File: src/rtl/led_pattern_sequencer.sv
// led_pattern_sequencer: drives the LED bar with the guess-progress bar in idle,
// or a timed win flash / lose sweep when game control requests one.
module led_pattern_sequencer #(
    parameter int TICK_DIV    = 5000000,
    parameter int WIN_FLASHES = 4
) (
    input  logic       clk,
    input  logic       Reset,
    input  logic       won,
    input  logic       lost,
    input  logic [3:0] guess_count,
    output logic [9:0] LEDR,
    output logic       busy,
    output logic       done
);
    localparam int TW = TICK_DIV > 1 ? $clog2(TICK_DIV) : 1;
    localparam int FW = WIN_FLASHES > 1 ? $clog2(WIN_FLASHES) : 1;
    localparam logic [TW-1:0] TICK_MAX  = TW'(TICK_DIV - 1);
    localparam logic [FW-1:0] FLASH_MAX = FW'(WIN_FLASHES - 1);

    typedef enum logic [1:0] {IDLE, WIN_ON, WIN_OFF, LOSE_SWEEP} state_t;

    state_t        state_q, state_d;
    logic [TW-1:0] tick_q, tick_d;
    logic [FW-1:0] flash_q, flash_d;
    logic [3:0]    step_q, step_d;
    logic [9:0]    led_q, led_d;
    logic          busy_q, busy_d, done_q, done_d;
    logic          phase_end, last_flash, last_step;

    // Thermometer code; counts of 10 and above light the whole bar.
    function automatic logic [9:0] therm(input logic [3:0] n);
        return n >= 4'd10 ? 10'h3FF : 10'((11'd1 << n) - 11'd1);
    endfunction

    always_ff @(posedge clk) begin
        if (Reset) begin
            state_q <= IDLE;
            tick_q  <= '0;
            flash_q <= '0;
            step_q  <= '0;
            led_q   <= '0;
            busy_q  <= 1'b0;
            done_q  <= 1'b0;
        end else begin
            state_q <= state_d;
            tick_q  <= tick_d;
            flash_q <= flash_d;
            step_q  <= step_d;
            led_q   <= led_d;
            busy_q  <= busy_d;
            done_q  <= done_d;
        end
    end

    always_comb begin
        phase_end  = tick_q == TICK_MAX;
        last_flash = flash_q == FLASH_MAX;
        last_step  = step_q == 4'd9;
        state_d    = state_q;
        case (state_q)
            IDLE:       state_d = won ? WIN_ON : lost ? LOSE_SWEEP : IDLE;
            WIN_ON:     state_d = phase_end ? WIN_OFF : WIN_ON;
            WIN_OFF:    if (phase_end) state_d = last_flash ? IDLE : WIN_ON;
            LOSE_SWEEP: if (phase_end && last_step) state_d = IDLE;
            default:    state_d = IDLE;
        endcase
        tick_d  = (state_q == IDLE || phase_end) ? '0 : tick_q + TW'(1);
        flash_d = state_q == IDLE ? '0 :
                  (state_q == WIN_OFF && phase_end && !last_flash) ? flash_q + FW'(1) : flash_q;
        step_d  = state_q == IDLE ? '0 :
                  (state_q == LOSE_SWEEP && phase_end && !last_step) ? step_q + 4'd1 : step_q;
    end

    always_comb begin
        led_d = led_q;
        case (state_q)
            IDLE:       led_d = won ? 10'h3FF : lost ? 10'h200 : therm(guess_count);
            WIN_ON:     if (phase_end) led_d = 10'h000;
            WIN_OFF:    if (phase_end) led_d = last_flash ? therm(guess_count) : 10'h3FF;
            LOSE_SWEEP: if (phase_end) led_d = last_step ? therm(guess_count) : led_q >> 1;
            default:    led_d = 10'h000;
        endcase
        busy_d = state_d != IDLE;
        done_d = state_q != IDLE && state_d == IDLE;
    end

    assign LEDR = led_q;
    assign busy = busy_q;
    assign done = done_q;
endmodule
File: config.mk
export PLATFORM = sky130hd
export DESIGN_NAME = led_pattern_sequencer
export DESIGN_NICKNAME = d
export VERILOG_FILES = /design/src/rtl/led_pattern_sequencer.sv
export SDC_FILE = /design/constraint.sdc
export NUM_CORES = 1
export LEC_CHECK = 0
export ABC_AREA = 1
export CAP_MARGIN = 20
export CORE_ASPECT_RATIO = 0.9
export CORE_MARGIN = 5
export CORE_UTILIZATION = 40
export DETAILED_ROUTE_END_ITERATION = 12
export GPL_TIMING_DRIVEN = 0
export PLACE_DENSITY = 0.63
export SLEW_MARGIN = 20
export SYNTH_ARGS = -nofsm -noshare
export SYNTH_HDL_FRONTEND = slang
export SYNTH_SLANG_ARGS = --single-unit
File: constraint.sdc
create_clock -name clk -period 2.5 [get_ports clk]
set_clock_uncertainty 0.15 [all_clocks]
set_input_delay 0.75 -clock clk [delete_from_list [all_inputs] [get_ports clk]]
set_output_delay 0.75 -clock clk [all_outputs]
set_load 0.05 [all_outputs]
==> key figures, run 1 <==
Placement
  • Post-Place Cells: 483
  • Final GP Congestion: between 0.8 and 0.9
  • Dpl hpwl: about 4200 microns
  • Port bufs: 19

Synth
  • Post-Syn Nets: 390
  • Netlist cell types: 32
  • Synthesized area: between 2000 and 3000 sq um
  • Yosys warnings: 0
  • Post-synthesis mux area share: 0
  • Post-Synth Adder-Cell Area: 0.02488
  • Cell taking the most area after synthesis: dfxtp_1
  • Mapped Cells: roughly 380
  • Post-synthesis simple-gate area fraction: 0.4000
  • Avg Inst Size Synth: between 6 and 7 sq um
  • Register area share after synthesis: 0.3423
  • Top-area cell type share of the netlist area: 0.3423
  • Largest family of logic cells by synthesized area: simple AND/OR/NAND/NOR gates
  • Yosys reg bits: 43
  • Synth Area in XOR/XNOR: 0.03831
  • Area contributors post-synth: dfxtp_1, nand2_1, nor2_1
  • Compound-Gate Fraction of Synth Area: 0.1060

Critical path
  • Worst Path Required: approximately 1600 ps
  • Startpoint types: flip-flop
  • Critical path endpoint category: primary output
  • Crit Path Category: reg2out
  • Worst EP arrival: ~1500 ps
  • CP Max Fanout: 3
  • Buffers and inverters on the worst path: 1
  • Critical path cell sequence: clkdlybuf4s50_1
  • CP peak stage delay: slightly above 800 ps
  • Worst path top cell family by delay: buffers and inverters
  • CP max stage cell: clkdlybuf4s50_1

Detailed routing
  • Via density per instance: roughly 4.7
  • Routed length per instance: 11.22 microns
  • 1st-iter DRT viols: approximately 120
  • Final WL: roughly 5500 microns
  • ANT nets after route: 0
  • Remaining DRCs: 0
  • DR pass1 iterations: 4
  • Via count: about 2300

Floorplan
  • Die width: slightly above 90 microns
  • Core box area: around 6000 sq um
  • Initial core utilization: 0.4113
  • IO Count: 20
  • Die area: 7975 sq um
  • Die Span Y: ~85 microns
  • Row count: 27

Power and ir drop
  • Leak pwr: roughly 1.2 nW
  • Sequential Power Share: 0.422
  • Worst vdd ir: about 360 uV
  • Switching share of power: 0.2993
  • Logic gate share of total power: 0.212
  • Clock share of power: 0.366
  • Internal Pwr Total: between 0.001 and 0.0015 W
  • Power Dens Cells: approximately 600 nW/um^2
  • P_sw: between 0.0005 and 0.0006 W

Clock tree
  • Clock sink count: between 40 and 50
  • Clock Pin Slew Worst Setup and Hold Paths: ~80 ps
  • Clk buf depth: 2
  • H-tree depth: 2
  • Clock root buffer master: clkbuf_8
  • Num CTS Buffers: 5
  • CTS tree: yes
  • Clk Latency, worst-skew pair: around 300 ps

Final layout
  • Most common cell after layout, fill and taps aside: nand2_1
  • Diodes inserted: 0
  • Layout Cells excl Fill: around 490
  • Most frequent cells in the layout: nand2_1, nor2_1, inv_1
  • P&R area growth vs syn: 18.41%
  • Finished Core Util: 0.4870
  • Final #Nets: 418
  • Share of layout cells above drive strength 1: 0.1133

Timing
  • Period minus WS final: 2391 ps
  • Hold slack: 311.6 ps
  • Setup violations, final: 0
  • Final Max Slew Viols: 0
  • Final TNS setup: 0 ps
  • Worst slew pin tran: between 600 and 700 ps
  • Final worst path period share: 0.9566
  • Fmax: around 420 MHz
  • Final hold vios: 0
  • Max_slew headroom: 0.5522

Global routing
  • First-pass GRT wire length: around 9400 microns
  • Antenna violations before repair: 0
  • Vias in the first global route: approximately 2100
  • GR Overflow Total: 0
  • Tot GR Track Use: 0.1435
  • Largest net degree at the start of global routing: 15

Hold path
  • Worst hold path type: reg2reg

Run status
  • Run status: finished, final reports clean

Job
  • Max-cap viol count: 0
-- cell usage after synthesis --
cell and number:
inv_1 49, nand3_2 6, nand2_4 1, xnor2_1 2
nand2_1 83, nor2_2 4, nor3b_1 1, nor3_1 6
nor3_2 2, o21ai_1 8, nor2_1 61, or2_0 2
nor2_4 4, a21boi_0 2, nand2_2 9, nor3_4 1
a22oi_1 2, buf_4 2, buf_2 1, o21ai_0 9
o211ai_1 2, a21oi_1 24, a21oi_2 1, ha_1 5
nand3_1 25, inv_2 2, xor2_1 9, nand4_1 8
o21a_1 1, or2_1 1, buf_6 1, dfxtp_1 43
-- path summary, 6_finish.rpt --
path | from | endpoint | slack [ps] | cells after the start
max | LEDR[5] | LEDR[5] | 110 | 1
min reg2reg | tick_q[0] | tick_q[0] | 310 | 1
min | tick_q[0] | tick_q[0] | 310 | 1
max reg2reg | tick_q[0] | tick_q[9] | 650 | 7
-- power groups by stage --
stage / logic, W / registers, W / clock network (W)
after floorplan: 0.000153 / 0.000869 / 0
after global placement: 0.000373 / 0.000768 / 0
after detailed placement: 0.000373 / 0.000767 / 0
after CTS: 0.000376 / 0.000752 / 0.000671
after global routing: 0.000408 / 0.000759 / 0.000705
final: 0.000377 / 0.000752 / 0.000651
-- registers in the layout, indices dropped and copies added (netlist names) --
signal / count
LEDR: 10
busy: 1
done: 1
flash_q: 2
state_q: 2
step_q: 4
tick_q: 23
-- metrics by stage --
stage	power [W]	area, sq um	setup WS, ps
floorplan	0.001022	2515	432.0
global placement	0.001141	2814	-329.0
detailed placement	0.001140	2814	-353.7
CTS	0.001799	2953	50.30
global route	0.001872	2978	-0.1361
finish	0.001780	2978	108.5
-- per-layer routing --
metal  wire, microns  share of wire  up-vias  global-route usage
met5               0              0        -                   0
met4              35         0.0063        0             0.03150
met3             212          0.038        5             0.03103
met2            2349           0.42       34              0.2149
met1            2934           0.53     1042              0.2104
li1                -              -     1258                   -
-- repair_timing --
| item | 4_1_cts | 5_1_grt |
|---|---|---|
| setup endpoints to repair | 1 | 2 |
| setup buffers | 0 | 2 |
| resized for setup | 1 | 3 |
| pin swaps | 0 | 1 |
| hold buffers | 0 | 0 |
-- kinds of logic after synthesis --
logic type      after synthesis
simple gates                214
buf+inv                      55
compound gates               49
xor+xnor                     11
fa+ha+maj                     5
flops                        43
-- cell type report --
cell class | instances | area [sq um]
plain buffers | 4 | 31.28
well taps | 87 | 108.9
fillers | 641 | 3137
repair buffers | 21 | 207.7
inverters | 51 | 191.4
clock buffers | 5 | 68.82
clock inverters | 3 | 67.56
flip-flops and latches | 43 | 860.8
multi-input cells | 279 | 1441
(Power assumes the default switching activity.)
==> run 2, diff against run 1 <==
Settings changed: SETUP_SLACK_MARGIN set to 0.3.
==> run 2 against run 1 <==
  * Via count is 0.34% lower
  * Critical path type unchanged
  * Combinational power is 5.8% lower
  * Critical path depth stayed put
  * Hold slack hardly changed
  * Sequential cell count stayed put
  * First-iteration DRC count is 3.4% lower
  * Sequential power hardly changed
  * Non-clock buffer count stayed put
  * Worst setup slack better by 270 ps
  * Fmax is 12% higher
==> key figures, run 2 (synthesized netlist as in run 1, its figures left out) <==
Run status
  • Run status: finished, final reports clean (unchanged)

Critical path
  • Crit Path Category: reg2out (unchanged)
  • Worst Path Required: 1600 ps (about the same)
  • Worst EP arrival: 1230 ps (was 1490 ps)
  • CP Max Fanout: 3 (unchanged)
  • Buffers and inverters on the worst path: 1 (unchanged)
  • CP peak stage delay: 550 ps (was 820 ps)
  • Critical path cell sequence: dlygate4sd2_1 (was clkdlybuf4s50_1)
  • Critical path endpoint category: primary output (unchanged)
  • Worst path top cell family by delay: buffers and inverters (unchanged)
  • Startpoint types: flip-flop (unchanged)
  • CP max stage cell: dlygate4sd2_1 (was clkdlybuf4s50_1)

Clock tree
  • Clk buf depth: 2 (unchanged)
  • H-tree depth: 2 (unchanged)
  • CTS tree: yes (unchanged)
  • Num CTS Buffers: 5 (unchanged)
  • Clock root buffer master: clkbuf_8 (unchanged)
  • Clock Pin Slew Worst Setup and Hold Paths: 80 ps (about the same)
  • Clk Latency, worst-skew pair: 300 ps (about the same)
  • CTS Hold Bufs: 0 (unchanged)
  • Clock sink count: 43 (unchanged)

Timing
  • Fmax: 470.3 MHz (was 418.2 MHz)
  • Worst slew pin tran: 687.4 ps (was 664.7 ps)
  • RSZ-0062 raised after global routing: no
  • Max_slew headroom: 0.5369 (was 0.5522)
  • Setup violations, final: 0 (unchanged)
  • Final hold vios: 0 (unchanged)
  • Final Max Slew Viols: 0 (unchanged)
  • Period minus WS final: 2126 ps (was 2391 ps)
  • Setup slack after layout: 373.7 ps (was 108.5 ps)
  • Final TNS setup: 0 ps (unchanged)
  • Final worst path period share: 0.8505 (was 0.9566)

Detailed routing
  • Via count: 2331 (was 2339)
  • Remaining DRCs: 0 (unchanged)
  • Routed length per instance: 11.19 microns (was 11.22 microns)
  • Via density per instance: 4.728 (was 4.744)
  • ANT nets after route: 0 (unchanged)
  • 1st-iter DRT viols: 113 (was 117)
  • Final WL: 5518 microns (was 5532 microns)
  • DR pass1 iterations: 4 (unchanged)

Power and ir drop
  • Worst vdd ir: 359.4 uV (was 360.7 uV)
  • Leak pwr: 1.219 nW (was 1.186 nW)
  • Power Dens Cells: 593.3 nW/um^2 (was 597.6 nW/um^2)

Final layout
  • Most frequent cells in the layout: nand2_1, nor2_1, inv_1 (unchanged)
  • Share of layout cells above drive strength 1: 0.1182 (was 0.1133)
  • P&R area growth vs syn: 17.71% (was 18.41%)
  • Diodes inserted: 0 (unchanged)
  • Finished Core Util: 0.4841 (was 0.4870)
  • Final #Nets: 418 (unchanged)
  • Max FFs per register: 23 (unchanged)
  • Reg with most FFs: tick_q (unchanged)
  • Most common cell after layout, fill and taps aside: nand2_1 (unchanged)

Job
  • Max-cap viol count: 0 (unchanged)

Placement
  • Post-place setup slack: -353.7 ps (unchanged)
  • Final GP Congestion: 0.8510 (unchanged)
  • Dpl hpwl: 4246 microns (unchanged)
  • Port bufs: 19 (unchanged)

Floorplan
  • Initial core utilization: 0.4113 (unchanged)
  • Die width: 93.58 microns (unchanged)
  • Core box area: 6115 sq um (unchanged)
  • Row count: 27 (unchanged)
  • IO Count: 20 (unchanged)
  • Die Span Y: 85.23 microns (unchanged)
  • Die area: 7975 sq um (unchanged)

Global routing
  • Largest net degree at the start of global routing: 15 (unchanged)
  • First-pass GRT wire length: 9439 microns (was 9425 microns)
  • Vias in the first global route: 2143 (was 2129)
  • GR Overflow Total: 0 (unchanged)
  • Tot GR Track Use: 0.1436 (was 0.1435)
  • Antenna violations before repair: 0 (unchanged)

Hold path
  • Worst hold path type: reg2reg (unchanged)
## run 2: cell types whose count changed in the layout (fill, tap and decap cells not counted), sizes merged
cell	before	now
dlygate4sd2	0	16
dlymetal6s2s	1	0
clkdlybuf4s50	18	3
## run 2: final timing paths
kind                                start   endpoint  slack (ps)  depth (start not counted)
worst max-delay path              LEDR[9]    LEDR[9]         370                          1
worst min-delay path            tick_q[0]  tick_q[0]         310                          1
worst max register to register  tick_q[0]  tick_q[9]         640                          7
worst min register to register  tick_q[0]  tick_q[0]         310                          1
## run 2: layer usage
metal,up-vias,track usage,part of all wire
met5,-,0,0
met3,5,0.03103,0.031
li1,1257,-,-
met4,0,0.03150,0.0063
met2,31,0.2149,0.42
met1,1038,0.2110,0.54
## run 2: timing repair
action / CTS / global route
setup endpoints to repair: 17 / 1
pin swaps: 2 / 0
buffers inserted: 2 / 0
resized for setup: 19 / 2
## run 2: layout make-up
class,count,area [sq um]
Fill cell,648,3154
Multi-Input combinational cell,279,1446
Sequential cell,43,860.8
Inverter,51,191.4
Timing Repair Buffer,21,185.2
Tap cell,87,108.9
Clock buffer,5,68.82
Clock inverter,3,67.56
Buffer,4,31.28
## run 2: report_power, final
| part | switching [W] | internal, W |
|---|---|---|
| registers | 0.0000288 | 0.000722 |
| logic | 0.000251 | 0.000104 |
| clock network | 0.000252 | 0.000399 |
## run 2: through the flow
stage | hold WS, ps | power (W) | instance area, sq um | std cells
6_report | 311.9 | 0.001756 | 2960 | 493
5_1_grt | 329.4 | 0.001848 | 2960 | 493
4_1_cts | 311.1 | 0.001778 | 2955 | 493
3_5_place_dp | 296.3 | 0.001140 | 2814 | 483
3_3_place_gp | 286.5 | 0.001141 | 2814 | 483
2_1_floorplan | 267.8 | 0.001022 | 2515 | 377
